$ cat src/rtl/ctrl_pkg.sv
// ctrl_pkg: shared encodings for the multicycle RV32I control unit and its ALU decoder
package ctrl_pkg;

    typedef enum logic [3:0] {
        ALU_ADD = 4'd0, ALU_SUB = 4'd1, ALU_AND = 4'd2, ALU_RA = 4'd3,
        ALU_OR = 4'd4, ALU_XOR = 4'd5, ALU_LS = 4'd6, ALU_RS = 4'd7,
        ALU_EQ = 4'd8, ALU_NEQ = 4'd9, ALU_LT = 4'd10, ALU_LTS = 4'd11,
        ALU_GE = 4'd12, ALU_GES = 4'd13
    } alu_op_e;

    typedef enum logic [3:0] {
        S_FETCH, S_DECODE, S_MEMADR, S_MEMRD, S_MEMWB, S_MEMWR, S_EXEC_R, S_EXEC_I,
        S_ALUWB, S_BRANCH, S_JAL, S_JALR, S_LUI, S_AUIPC, S_TRAP
    } state_e;

    typedef enum logic [1:0] {CLS_ADD, CLS_R, CLS_I, CLS_BR} alu_cls_e;

    localparam logic [6:0] OP_LOAD = 7'h03, OP_STORE = 7'h23, OP_R = 7'h33, OP_I = 7'h13;
    localparam logic [6:0] OP_BRANCH = 7'h63, OP_JAL = 7'h6F, OP_JALR = 7'h67;
    localparam logic [6:0] OP_LUI = 7'h37, OP_AUIPC = 7'h17;

    localparam logic [1:0] RES_ALUOUT = 2'b00, RES_DATA = 2'b01, RES_ALU = 2'b10;
    localparam logic [1:0] SRCA_PC = 2'b00, SRCA_OLDPC = 2'b01, SRCA_RS1 = 2'b10, SRCA_ZERO = 2'b11;
    localparam logic [1:0] SRCB_RS2 = 2'b00, SRCB_IMM = 2'b01, SRCB_FOUR = 2'b10;
    localparam logic [2:0] IMM_I = 3'd0, IMM_S = 3'd1, IMM_B = 3'd2, IMM_J = 3'd3, IMM_U = 3'd4;

endpackage

$ cat src/rtl/alu_decoder.sv
// alu_decoder: maps instruction class, funct3 and funct7[5] to the ALU operation code
module alu_decoder
    import ctrl_pkg::*;
(
    input  alu_cls_e    cls_i,
    input  logic [2:0]  funct3_i,
    input  logic        funct7b5_i,
    output alu_op_e     alu_op_o
);

    always_comb begin
        alu_op_o = ALU_ADD;
        if (cls_i == CLS_BR) begin
            case (funct3_i)
                3'b000:  alu_op_o = ALU_EQ;
                3'b001:  alu_op_o = ALU_NEQ;
                3'b100:  alu_op_o = ALU_LTS;
                3'b101:  alu_op_o = ALU_GES;
                3'b110:  alu_op_o = ALU_LT;
                3'b111:  alu_op_o = ALU_GE;
                default: alu_op_o = ALU_ADD;
            endcase
        end else if (cls_i != CLS_ADD) begin
            case (funct3_i)
                3'b000:  alu_op_o = (cls_i == CLS_R && funct7b5_i) ? ALU_SUB : ALU_ADD;
                3'b001:  alu_op_o = ALU_LS;
                3'b010:  alu_op_o = ALU_LTS;
                3'b011:  alu_op_o = ALU_LT;
                3'b100:  alu_op_o = ALU_XOR;
                3'b101:  alu_op_o = funct7b5_i ? ALU_RA : ALU_RS;
                3'b110:  alu_op_o = ALU_OR;
                default: alu_op_o = ALU_AND;
            endcase
        end
    end

endmodule

$ cat src/rtl/multicycle_ctrl.sv
// multicycle_ctrl: FETCH/DECODE/EXECUTE/MEM/WB sequencer driving the multicycle RV32I datapath
module multicycle_ctrl
    import ctrl_pkg::*;
#(
    parameter bit RESET_TRAP_CLEAR = 1'b1
) (
    input  logic        clk,
    input  logic        resetn,
    input  logic [31:0] instr,
    input  logic        mem_ready,
    input  logic        alu_flag,
    output logic        ir_write,
    output logic        pc_write,
    output logic        adr_src,
    output logic        mem_read,
    output logic        mem_write,
    output logic        reg_write,
    output logic [1:0]  result_src,
    output logic [1:0]  alu_src_a,
    output logic [1:0]  alu_src_b,
    output logic [2:0]  imm_src,
    output logic [3:0]  alu_control,
    output logic        illegal
);

    state_e   state_q, state_d;
    logic     illegal_q, illegal_d;
    alu_cls_e cls;
    alu_op_e  dec_op;
    logic     unused_instr;

    assign unused_instr = ^{instr[31], instr[29:15], instr[11:7]};

    always_ff @(posedge clk or negedge resetn) begin
        if (!resetn) begin
            state_q   <= S_FETCH;
            illegal_q <= 1'b0;
        end else begin
            state_q   <= state_d;
            illegal_q <= illegal_d;
        end
    end

    assign cls = state_q == S_EXEC_R ? CLS_R :
                 state_q == S_EXEC_I ? CLS_I :
                 state_q == S_BRANCH ? CLS_BR : CLS_ADD;

    alu_decoder u_alu_decoder (
        .cls_i      (cls),
        .funct3_i   (instr[14:12]),
        .funct7b5_i (instr[30]),
        .alu_op_o   (dec_op)
    );

    assign alu_control = dec_op;
    assign illegal     = illegal_q;
    assign illegal_d   = (state_d == S_TRAP) || (illegal_q && (RESET_TRAP_CLEAR || state_d != S_FETCH));

    assign imm_src = instr[6:0] == OP_STORE  ? IMM_S :
                     instr[6:0] == OP_BRANCH ? IMM_B :
                     instr[6:0] == OP_JAL    ? IMM_J :
                     (instr[6:0] == OP_LUI || instr[6:0] == OP_AUIPC) ? IMM_U : IMM_I;

    // Strobes are gated by resetn so an asserted reset silences them in the same cycle
    always_comb begin
        state_d    = state_q;
        ir_write   = 1'b0;
        pc_write   = 1'b0;
        adr_src    = 1'b0;
        mem_read   = 1'b0;
        mem_write  = 1'b0;
        reg_write  = 1'b0;
        result_src = RES_ALUOUT;
        alu_src_a  = SRCA_PC;
        alu_src_b  = SRCB_RS2;
        if (resetn) begin
            case (state_q)
                S_FETCH: begin
                    mem_read = 1'b1;
                    if (mem_ready) begin
                        ir_write   = 1'b1;
                        pc_write   = 1'b1;
                        alu_src_b  = SRCB_FOUR;
                        result_src = RES_ALU;
                        state_d    = S_DECODE;
                    end
                end
                S_DECODE: begin
                    alu_src_a = SRCA_OLDPC;
                    alu_src_b = SRCB_IMM;
                    case (instr[6:0])
                        OP_LOAD, OP_STORE: state_d = S_MEMADR;
                        OP_R:              state_d = S_EXEC_R;
                        OP_I:              state_d = S_EXEC_I;
                        OP_BRANCH:         state_d = instr[14:13] == 2'b01 ? S_TRAP : S_BRANCH;
                        OP_JAL:            state_d = S_JAL;
                        OP_JALR:           state_d = S_JALR;
                        OP_LUI:            state_d = S_LUI;
                        OP_AUIPC:          state_d = S_AUIPC;
                        default:           state_d = S_TRAP;
                    endcase
                end
                S_MEMADR: begin
                    alu_src_a = SRCA_RS1;
                    alu_src_b = SRCB_IMM;
                    state_d   = instr[5] ? S_MEMWR : S_MEMRD;
                end
                S_MEMRD: begin
                    adr_src  = 1'b1;
                    mem_read = 1'b1;
                    state_d  = mem_ready ? S_MEMWB : S_MEMRD;
                end
                S_MEMWB: begin
                    result_src = RES_DATA;
                    reg_write  = 1'b1;
                    state_d    = S_FETCH;
                end
                S_MEMWR: begin
                    adr_src   = 1'b1;
                    mem_write = 1'b1;
                    state_d   = mem_ready ? S_FETCH : S_MEMWR;
                end
                S_EXEC_R: begin
                    alu_src_a = SRCA_RS1;
                    state_d   = S_ALUWB;
                end
                S_EXEC_I: begin
                    alu_src_a = SRCA_RS1;
                    alu_src_b = SRCB_IMM;
                    state_d   = S_ALUWB;
                end
                S_ALUWB: begin
                    reg_write = 1'b1;
                    state_d   = S_FETCH;
                end
                S_BRANCH: begin
                    alu_src_a = SRCA_RS1;
                    pc_write  = alu_flag;
                    state_d   = S_FETCH;
                end
                S_JALR: begin
                    alu_src_a = SRCA_RS1;
                    alu_src_b = SRCB_IMM;
                    state_d   = S_JAL;
                end
                S_JAL: begin
                    pc_write  = 1'b1;
                    alu_src_a = SRCA_OLDPC;
                    alu_src_b = SRCB_FOUR;
                    state_d   = S_ALUWB;
                end
                S_LUI: begin
                    alu_src_a = SRCA_ZERO;
                    alu_src_b = SRCB_IMM;
                    state_d   = S_ALUWB;
                end
                S_AUIPC: begin
                    alu_src_a = SRCA_OLDPC;
                    alu_src_b = SRCB_IMM;
                    state_d   = S_ALUWB;
                end
                default: state_d = RESET_TRAP_CLEAR ? S_TRAP : S_FETCH;
            endcase
        end
    end

endmodule

$ cat config.mk
export PLATFORM = sky130hd
export DESIGN_NAME = multicycle_ctrl
export DESIGN_NICKNAME = d
export VERILOG_FILES = /design/src/rtl/ctrl_pkg.sv /design/src/rtl/alu_decoder.sv /design/src/rtl/multicycle_ctrl.sv
export SDC_FILE = /design/constraint.sdc
export NUM_CORES = 1
export LEC_CHECK = 0
export ABC_AREA = 1
export BUFFER_PORTS_ARGS = -buffer_cell sky130_fd_sc_hd__buf_2
export CAP_MARGIN = 10
export CORE_ASPECT_RATIO = 1.2
export CORE_MARGIN = 4
export CORE_UTILIZATION = 45
export DETAILED_ROUTE_END_ITERATION = 10
export PLACE_DENSITY_LB_ADDON = 0.1
export SYNTH_ARGS = -nofsm -noshare
export SYNTH_HDL_FRONTEND = slang
export SYNTH_SLANG_ARGS = --single-unit
$ cat constraint.sdc
create_clock -name clk -period 3.7 [get_ports clk]
set_input_delay 0.37 -clock clk [delete_from_list [all_inputs] [get_ports clk]]
set_output_delay 0.37 -clock clk [all_outputs]
set_load 0.1 [all_outputs]
# Word level (Yosys, flattened, before mapping)
# Cells that the tools add are included.
# totals
ff_bits	5
# op_classes
n_eq_ne	33
mux	41
n_reduce_logical	15
# ops
op	count
$pmux W4 S8	2
$eq A4 B4 Y1 const B	7
$pmux W4 S7	1
$mux W3	9
$pmux W4 S6	1
$eq A7 B6 Y1 const B	3
$eq A7 B7 Y1 const B	3
$eq A4 B3 Y1 const B	4
$mux W4	4
$eq A7 B5 Y1 const B	2
$mux W2	7
$mux W1	13
$eq A3 B3 Y1 const B	4
$pmux W2 S3	2
$reduce_or A5 Y1	2
$eq A4 B2 Y1 const B	2
$reduce_or A2 Y1	4
$eq A7 B2 Y1 const B	1
$eq A3 B2 Y1 const B	2
$reduce_or A3 Y1	2
$reduce_or A6 Y1	1
$eq A2 B1 Y1 const B	2
$eq A4 B1 Y1 const B	1
$logic_not A4 Y1	1
8 further kinds	9

# Logic depth before layout (Yosys ltp)
# Gate-level depths: netlist of run 1.
# logic_depth
word_depth	10
ltp_mapped	13
mapped_depth_nobuf	13

# Modules after synthesis
# Synthesis of run 1 repeated with hierarchy kept, for this count alone.
# unflattened
cells_unflattened	173
area_unflattened_um2	887.1
# by_module_without_submodules
module	seq_area_each_um2	area_each_um2	n_inst	cells_per_inst
multicycle_ctrl	125.1	735.7	1	136
alu_decoder	0.0	151.4	1	37

# Worst setup path after synthesis of run 1
# OpenSTA, ideal clock, no wires.
# synth_timing
path_type	reg2out
startpoint	reg state_q[2]
endpoint	out alu_control[2]
t_required_ns	3.330
path_slack_ns	0.142
arrival_time_ns	3.188
path_stages_with_launch	7
cell_sequence	dfrtp_1 > inv_1 > nor2_2 > inv_1 > nor2_2 > nor2_1 > a311oi_1
# synth_via
elab_chain_len	7
elab_cells_between_ends	10
classes_between	eq/ne (4); mux (5); reduce/logical (1)
# synth_lines
item	line_no	rtl
from (decl)	multicycle_ctrl.sv:26	state_e state_q, state_d;
from (signal assigned)	multicycle_ctrl.sv:39	state_q <= state_d;
$eq A4 B4 Y1	multicycle_ctrl.sv:46	state_q == S_BRANCH ? CLS_BR : CLS_ADD;
$mux W2	multicycle_ctrl.sv:46	
$mux W2	multicycle_ctrl.sv:45	state_q == S_EXEC_I ? CLS_I :
$mux W2 (*)	multicycle_ctrl.sv:44	assign cls = state_q == S_EXEC_R ? CLS_R :
$reduce_bool A2 Y1	alu_decoder.sv:23	end else if (cls_i != CLS_ADD) begin
$mux W4	alu_decoder.sv:23	
$mux W4 (*)	alu_decoder.sv:13	if (cls_i == CLS_BR) begin
to (decl)	multicycle_ctrl.sv:22	output logic [3:0] alu_control,
# Every way passes the cells marked *; elsewhere a longest branch is shown, timed or not.

# Final worst setup path of run 1
# layout_timing
startpoint	in resetn
endpoint	out mem_read
# layout_via
elab_chain_len	1
# layout_lines
item	line_no	rtl
from (decl)	multicycle_ctrl.sv:8	input logic resetn,
$mux W1	multicycle_ctrl.sv:76	if (resetn) begin
to (decl)	multicycle_ctrl.sv:15	output logic mem_read,
# No other way between the ends.

==> qor.yml, run 1 <==
die:
  die_width_um: 47.6
  initial_core_util_pct: 49.9
  num_rows: 16
  die-area_mm2: 0.00265
  ios: 56
  core_mm2: 0.00170
  die_y_um: 55.6
critical_path:
  worstReg2RegEnd: "illegal"
  crit_buf_inv: 4
  rr_worst_depth: 11
  reg2reg_from: "state_q[2]"
  crit_path_top_delay_cell: "dlygate4sd3_1"
  cp_cell_sequence: "dlygate4sd3_1, buf_2, inv_1, o22ai_1, buf_2"
  crit_top_cell: "buf_2"
  critPathArrivalTime_ns: 2.00
  reg2reg_setup_slack_ns: 2.21
  slowest_delay_ns: 0.52
  cp.required_ns: 3.33
  endpoint_kind: "output pin"
  path_delay_family: "buffers and inverters"
  crit_type: "input port to output pin"
  crit_fanout: 14
  start_kind: "input port"
layout:
  fin_cells: 211
  multiInputGateArea_um2: 589
  final_util_pct: 63.1
  area_delta_synth_final_pct: 26.5
  diodes: 0
  design_area_mm2: 0.00107
  regArea_um2: 125
  finalNetCount: 230
  nFillCells: 190
  drive_gt1_share_pct: 34.2
min_path:
  hold_path_class: "flop to flop"
  hold_end: "illegal"
  hp-start: "illegal"
  whs_path_depth: 2
timing:
  slew_headroom_pct: 67.7
  fin_worst_skew_ns: 0.000882
  fin_tns_setup_ns: 0
  min_period_ns: 2.37
  setup-violations-final: 0
  finalCritPeriodShare_pct: 64.1
  hold_viol_final: 0
  fmax_mhz: 421
  worst_slew_pin_slew_ns: 0.487
  final-max-slew-violation-count: 0
  rsz0062_at_grt: "no"
clock_tree:
  ctsRootBufferMaster: "clkbuf_4"
  postCtsSetupBuffers: 0
  clockBufferDepth: 2
  cts_resized: 0
  clk_pin_slew_ns: 0.04
  cts_buffers: 3
  cts.sinks: 5
  clkLatencyLatePin_ns: 0.23
  htreeDepth: 1
  tritoncts: "built"
routing:
  drt_wl_total_um: 2250
  drt_iter0_drc: 25
  vias: 1050
  viasPerCell: 4.98
  drtAntennaViolNets: 0
  post-route-drc-count: 0
  drtPass1Iterations: 4
  wl_per_cell_um: 10.7
yosys:
  ys_seq_area_share_pct: 14.7
  yosys_warnings: 0
  synth_compound_area_share_pct: 18.6
  syn-num-nets: 191
  yosys.area_share.xor_xnor_pct: 0
  synthAdderAreaFrac_pct: 0
  synth_cells: 155
  synth-simple-area-share_pct: 50.9
  avgSynthCellArea_um2: 5.47
  syn_area_um2: 848
  synth_top_family_by_area: "simple AND/OR/NAND/NOR gates"
  synth.distinct_cells: 26
  synthMuxAreaShare_pct: 0
  ys_ff_latch: 5
placement:
  dp_hpwl_um: 1910
  place.gp.congestion: 0.942
  dp.cells: 206
  placedInstanceArea_mm2: 0.00104
  io_buffers: 34
power:
  swShare_pct: 67.6
  seqPwrFrac_pct: 14.5
  internal_power_uw: 202
  pwr_density_cell_mw_per_mm2: 582
  peakVddDrop_mv: 0.602
  pwr-share-clk_pct: 9.9
  combPwrFrac_pct: 75.6
  finalPower_uw: 625
  switchingPower_uw: 423
  leakagePower_uw: 0.000619
run_status:
  status: "completed"
global_routing:
  gr-total-overflow: 0
  grt_max_degree: 15
  antenna_found_initial: 0
  grt_pass1_vias: 961
  grt.total_usage_pct: 18.3
  grt_pass1_wl_um: 3850
flow_run:
  cap_viol_max_count: 0
==> cells by family after synthesis <==
kind of cell | count (synthesis)
AND/OR/NAND/NOR | 90
buffers and inverters | 35
AO/OA/AOI/OAI | 25
flip-flops | 5
==> synth_stat cells (all sizes together) <==
cell | count | area, um2
inv | 33 | 126
nand3 | 10 | 60.1
a21oi | 4 | 20.0
nor3 | 5 | 25.0
a31oi | 3 | 18.8
nor2 | 30 | 163
nand2 | 45 | 184
clkinv | 1 | 3.75
dfrtp | 5 | 125
a22oi | 2 | 20.0
o22ai | 1 | 6.26
o21ai | 9 | 45.0
o32ai | 1 | 8.76
o31ai | 2 | 15.0
a211oi | 1 | 7.51
a311oi | 1 | 8.76
o21bai | 1 | 7.51
clkbuf | 1 | 3.75
==> worst max path at each step <==
stage	start	endpoint	slack [ns]	cells after the start
2_1_floorplan	state_q[2]	alu_control[2]	0.14	6
3_3_place_gp	state_q[2]	alu_control[2]	1.65	7
3_5_place_dp	state_q[2]	alu_control[0]	1.62	7
4_1_cts	resetn	mem_read	1.31	5
5_1_grt	resetn	alu_src_a[1]	1.17	5
6_report	resetn	mem_read	1.33	5
==> worst min-delay path: stages (launching register included) <==
cell and delay, ns:
dfrtp_1 0.33, inv_1 0.04, nand2_1 0.05
==> stage by stage <==
stage          hold slack (ns)  setup WS, ns
2_1_floorplan           0.0744         0.142
3_3_place_gp             0.224          1.65
3_5_place_dp             0.226          1.62
4_1_cts                  0.457          1.31
5_1_grt                  0.499          1.17
6_report                 0.455          1.33
==> routing by layer <==
metal / vias to the layer above / GRT usage (%) / wire, um
met5: - / 0 / 0
met1: 453 / 23.2 / 949
met3: 2 / 0.974 / 135
met2: 31 / 32.4 / 1150
li1: 564 / - / -
met4: 0 / 3.85 / 13
==> flip-flops by register name (all words and copies together), names as in the netlist <==
register,count
illegal,1
state_q,4
==> layout by cell type, fill, tap and decap left out, types with 2 or more instances in the layout <==
cell type and n:
nand2_1 39, buf_2 34, inv_1 23, nor2_1 20, inv_2 9, nand3_1 8
nand2_2 6, o21ai_0 5, nor2_4 5, nor2_2 5, nor3_1 5, dfrtp_1 5
a21oi_1 4, o21ai_1 4, a31oi_1 3, clkbuf_4 3, o31ai_1 2, nand3_2 2
==> area by class of cell <==
type / instances / share of cell area [%]
multi-input cells: 115 / 54.9
repair buffers: 35 / 16.8
inverters: 34 / 12.1
flip-flops and latches: 5 / 11.7
clock buffers: 4 / 2.45
well taps: 18 / 2.10
==> repair_timing <==
item	in CTS	in global routing
endpoints found under the setup margin	0	0
endpoints found under the hold margin	5	0
hold buffers	1	0
==> power groups by stage <==
stage          Combinational, uW  Clock [uW]  Sequential, uW
2_1_floorplan                400           0            87.9
3_3_place_gp                 469           0            90.8
3_5_place_dp                 473           0            91.4
4_1_cts                      474        63.6            90.5
5_1_grt                      507        68.3            94.0
6_report                     473        61.6            90.8
Power figures use the tool's default switching activity.
==> run 2: changes to the inputs <==
--- a/config.mk
+++ b/config.mk
@@ -10,7 +10,7 @@
 export CAP_MARGIN = 10
 export CORE_ASPECT_RATIO = 1.2
 export CORE_MARGIN = 4
-export CORE_UTILIZATION = 45
+export CORE_UTILIZATION = 38
 export DETAILED_ROUTE_END_ITERATION = 10
 export PLACE_DENSITY_LB_ADDON = 0.1
 export SYNTH_ARGS = -nofsm -noshare
==> constraint.sdc (replaced) <==
create_clock -name clk -period 2 [get_ports clk]
set_input_delay 0.2 -clock clk [delete_from_list [all_inputs] [get_ports clk]]
set_output_delay 0.2 -clock clk [all_outputs]
set_load 0.1 [all_outputs]
==> qor.yml, run 2 (synthesized netlist as in run 1, its figures left out) <==
run_status:
  status: "completed"
timing:
  fin_worst_skew_ns: 0.0117
  min_period_ns: 1.97
  setup_ws_ns: 0.0347
  worst_slew_pin_slew_ns: 0.487
  finalCritPeriodShare_pct: 98.3
  hold_slack_ns: 0.434
  setup-violations-final: 0
  fmax_mhz: 509
  final-max-slew-violation-count: 0
  hold_viol_final: 0
  rsz0062_at_grt: "yes"
  slew_headroom_pct: 67.7
routing:
  vias: 1104
  post-route-drc-count: 0
  wl_per_cell_um: 11.0
  drtAntennaViolNets: 0
  drt_iter0_drc: 32
  drt_wl_total_um: 2520
  viasPerCell: 4.80
  drtPass1Iterations: 4
layout:
  multiInputGateArea_um2: 719
  design_area_mm2: 0.00142
  final_util_pct: 67.9
  nFillCells: 185
  drive_gt1_share_pct: 48.0
  finalNetCount: 237
  regArea_um2: 128
  diodes: 0
  top_register: "state_q"
  final_common_cell: "nand2_1"
  mostFrequentLayoutCells: "nand2_1 (39), buf_2 (23), inv_1 (21)"
  fin_cells: 230
  area_delta_synth_final_pct: 67.7
  largest_register_ffs: 4
global_routing:
  grt_max_degree: 15
  grt.total_usage_pct: 17.3
  antenna_found_initial: 0
  grt_pass1_wl_um: 4200
  grt_pass1_vias: 1009
  gr-total-overflow: 0
placement:
  placedInstanceArea_mm2: 0.00128
  place.gp.congestion: 0.895
  io_buffers: 34
  dp_hpwl_um: 2030
  dp.cells: 219
  place_ws_ns: 0.245
power:
  peakVddDrop_mv: 1.01
  leakagePower_uw: 0.000690
  pwr_density_cell_mw_per_mm2: 996
critical_path:
  cp-endpoint: "alu_control[2]"
  worstReg2RegEnd: "illegal"
  reg2reg_setup_slack_ns: 0.52
  endpoint_kind: "output pin"
  start_kind: "flop"
  crit_fanout: 5
  rr_worst_depth: 12
  cp.required_ns: 1.80
  crit_type: "flop to output pin"
  worstSetupStartpoint: "state_q[3]"
  reg2reg_from: "state_q[0]"
  critPathArrivalTime_ns: 1.77
clock_tree:
  cts_buffers: 3
  clk_pin_slew_ns: 0.05
  ctsRootBufferMaster: "clkbuf_4"
  clockBufferDepth: 2
  cts.sinks: 5
  htreeDepth: 1
  clkLatencyLatePin_ns: 0.25
  tritoncts: "built"
die:
  die-area_mm2: 0.00306
  core_mm2: 0.00209
  die_width_um: 51.1
  num_rows: 18
  die_y_um: 59.8
  initial_core_util_pct: 40.5
  ios: 56
min_path:
  hold_path_class: "input port to asynchronous set/reset pin"
flow_run:
  cap_viol_max_count: 0
[run 2: layout make-up]
cell class,count,share of cell area [%]
Timing Repair Buffer,42,26.2
Sequential cell,5,8.97
Tap cell,30,2.64
Inverter,34,9.76
Clock buffer,4,1.85
Multi-Input combinational cell,115,50.6
[run 2: critical path: stages, from the launching register on]
cell	delay, ns
dfrtp_2	0.42
inv_2	0.07
nor2_2	0.12
inv_2	0.07
nor2_4	0.18
inv_4	0.08
a311oi_4	0.36
buf_12	0.22
[run 2: metal layers]
layer  up-vias  track usage [%]  share of wire (%)
li1        578                -                  -
met1       494             20.6                 42
met2        30             32.0                 53
met3         2             3.49                3.9
met4         0             3.08               0.48
met5         -                0                  0
[run 2: power by group]
group          internal [uW]  total [uW]  switching, uW  leakage [uW]
Combinational            335        1120            782      0.000620
Clock                   75.6         119           43.9     0.0000150
Sequential               130         181           50.9     0.0000555
Total                    541        1420            877      0.000690
[run 2: how the worst min path moves through the flow]
stage	start	cells after the start	end	slack, ns
2_1_floorplan	resetn	0	illegal	-0.1
3_3_place_gp	resetn	2	state_q[0]	0.12
3_5_place_dp	resetn	2	state_q[0]	0.12
4_1_cts	resetn	3	state_q[0]	0.40
5_1_grt	resetn	3	state_q[0]	0.45
6_report	resetn	3	state_q[0]	0.43
[run 2: stage by stage]
stage | TNS, ns | power [uW]
finish | 0 | 1420
CTS | 0 | 1370
floorplan | -1.98 | 949
global placement | 0 | 1220
detailed placement | 0 | 1240
global route | -0.0528 | 1510
[run 2: repair_timing]
action                                  4_1_cts  5_1_grt
resized for setup                             1       15
pin swaps                                     0        2
endpoints found under the hold margin         5        0
setup buffers                                 0        6
endpoints found under the setup margin        1        5
hold buffers                                  1        0
==> run 3: changes to the inputs <==
==> constraint.sdc (replaced) <==
create_clock -name clk -period 2 [get_ports clk]
set_input_delay 0 -clock clk [delete_from_list [all_inputs] [get_ports clk]]
set_output_delay 0 -clock clk [all_outputs]
set_load 0.1 [all_outputs]
==> qor.yml, run 3 (synthesized netlist as in run 1, its figures left out) <==
placement:
  place_ws_ns: 0.296
  dp.cells: 218
  io_buffers: 34
  dp_hpwl_um: 1930
  place.gp.congestion: 0.901
clock_tree:
  postCtsSetupBuffers: 0
  cts.sinks: 5
  clkLatencyLatePin_ns: 0.24
  ctsRootBufferMaster: "clkbuf_4"
  cts_buffers: 3
  htreeDepth: 1
  clk_pin_slew_ns: 0.04
  tritoncts: "built"
  clockBufferDepth: 2
timing:
  rsz0062_at_grt: "no"
  final-max-slew-violation-count: 0
  fin_worst_skew_ns: 0.00407
  finalCritPeriodShare_pct: 91.1
  hold_viol_final: 0
  setup_ws_ns: 0.178
  fmax_mhz: 549
  slew_headroom_pct: 67.6
  min_period_ns: 1.82
  worst_slew_pin_slew_ns: 0.486
  setup-violations-final: 0
routing:
  viasPerCell: 4.76
  drtPass1Iterations: 4
  drt_wl_total_um: 2300
  drtAntennaViolNets: 0
  vias: 1061
  wl_per_cell_um: 10.3
  drt_iter0_drc: 10
  post-route-drc-count: 0
flow_run:
  cap_viol_max_count: 0
critical_path:
  crit_type: "flop to output pin"
  endpoint_kind: "output pin"
  crit_fanout: 4
  critPathArrivalTime_ns: 1.82
  cp.required_ns: 2.00
  reg2reg_setup_slack_ns: 0.52
  start_kind: "flop"
global_routing:
  gr-total-overflow: 0
  grt_pass1_vias: 958
  grt_pass1_wl_um: 3860
  grt_max_degree: 15
  antenna_found_initial: 0
  grt.total_usage_pct: 15.8
power:
  peakVddDrop_mv: 0.861
  pwr_density_cell_mw_per_mm2: 1030
  leakagePower_uw: 0.000631
layout:
  fin_cells: 223
  diodes: 0
  final_common_cell: "nand2_1"
  area_delta_synth_final_pct: 37.6
  finalNetCount: 230
  largest_register_ffs: 4
  top_register: "state_q"
  regArea_um2: 125
  mostFrequentLayoutCells: "nand2_1 (39), buf_2 (31), inv_1 (23)"
  nFillCells: 229
  multiInputGateArea_um2: 657
  drive_gt1_share_pct: 38.9
die:
  die_y_um: 59.8
  die-area_mm2: 0.00306
  ios: 56
  initial_core_util_pct: 40.5
  core_mm2: 0.00209
  die_width_um: 51.1
  num_rows: 18
run_status:
  status: "completed"
min_path:
  hold_path_class: "input port to asynchronous set/reset pin"
## run 3: changes by cell type in the layout (fill, tap and decap cells not counted), moves of 5 or more
cell / delta
buf_4: -6
buf_12: -9
nor2_1: +6
buf_2: +8
nor2_2: -5
## run 3: path summary, 6_finish.rpt
| check | cells after the start | startpoint | endpoint |
|---|---|---|---|
| setup reg to reg | 10 | state_q[0] | illegal |
| hold reg to reg | 2 | illegal | illegal |
| min in group clk | 6 | instr[5] | state_q[1] |
| setup / recovery | 7 | state_q[2] | alu_src_a[1] |
| hold / removal | 2 | resetn | state_q[2] |
| max in group asynchronous | 2 | resetn | illegal |
## run 3: final cells by class
| cell class | count | share of cell area (%) |
|---|---|---|
| well taps | 30 | 3.22 |
| flip-flops and latches | 5 | 10.7 |
| clock buffers | 4 | 2.25 |
| inverters | 34 | 11.1 |
| repair buffers | 35 | 16.4 |
| multi-input cells | 115 | 56.3 |
## run 3: timing repair
action | 4_1_cts | 5_1_grt
endpoints found under the setup margin | 0 | 3
hold buffers | 1 | 0
gates resized for setup | 0 | 6
endpoints found under the hold margin | 5 | 0
## run 3: critical path, stage by stage, from the launching register on
cell     delay, ns
dfrtp_1       0.43
inv_1         0.09
nor2_2        0.16
inv_1         0.11
nor2_2        0.12
nor2_1        0.09
a31oi_1       0.13
buf_2         0.45
## run 3: power by group
part / internal [uW] / switching, uW / total, uW
registers: 127 / 42.7 / 170
logic: 193 / 724 / 916
clock network: 75.3 / 39.0 / 114
total: 395 / 805 / 1200
## run 3: metrics by stage
step                      utilization (%)  power, uW  setup TNS, ns  hold WS (ns)  area, um2
after global routing                 55.7       1280              0         0.150       1170
final                                55.7       1200              0         0.131       1170
after CTS                            55.2       1200              0         0.129       1160
after detailed placement             53.5       1080              0        -0.144       1120
after floorplan                         -        937          -1.31        -0.296        916
after global placement               53.5       1080              0        -0.146       1120
## run 3: per-layer routing
layer	wire length [um]	GRT usage, %	share of wire, %
met2	1190	29.5	52
met3	115	3.49	5.0
met4	0	2.69	0
met1	995	18.4	43
met5	0	0	0
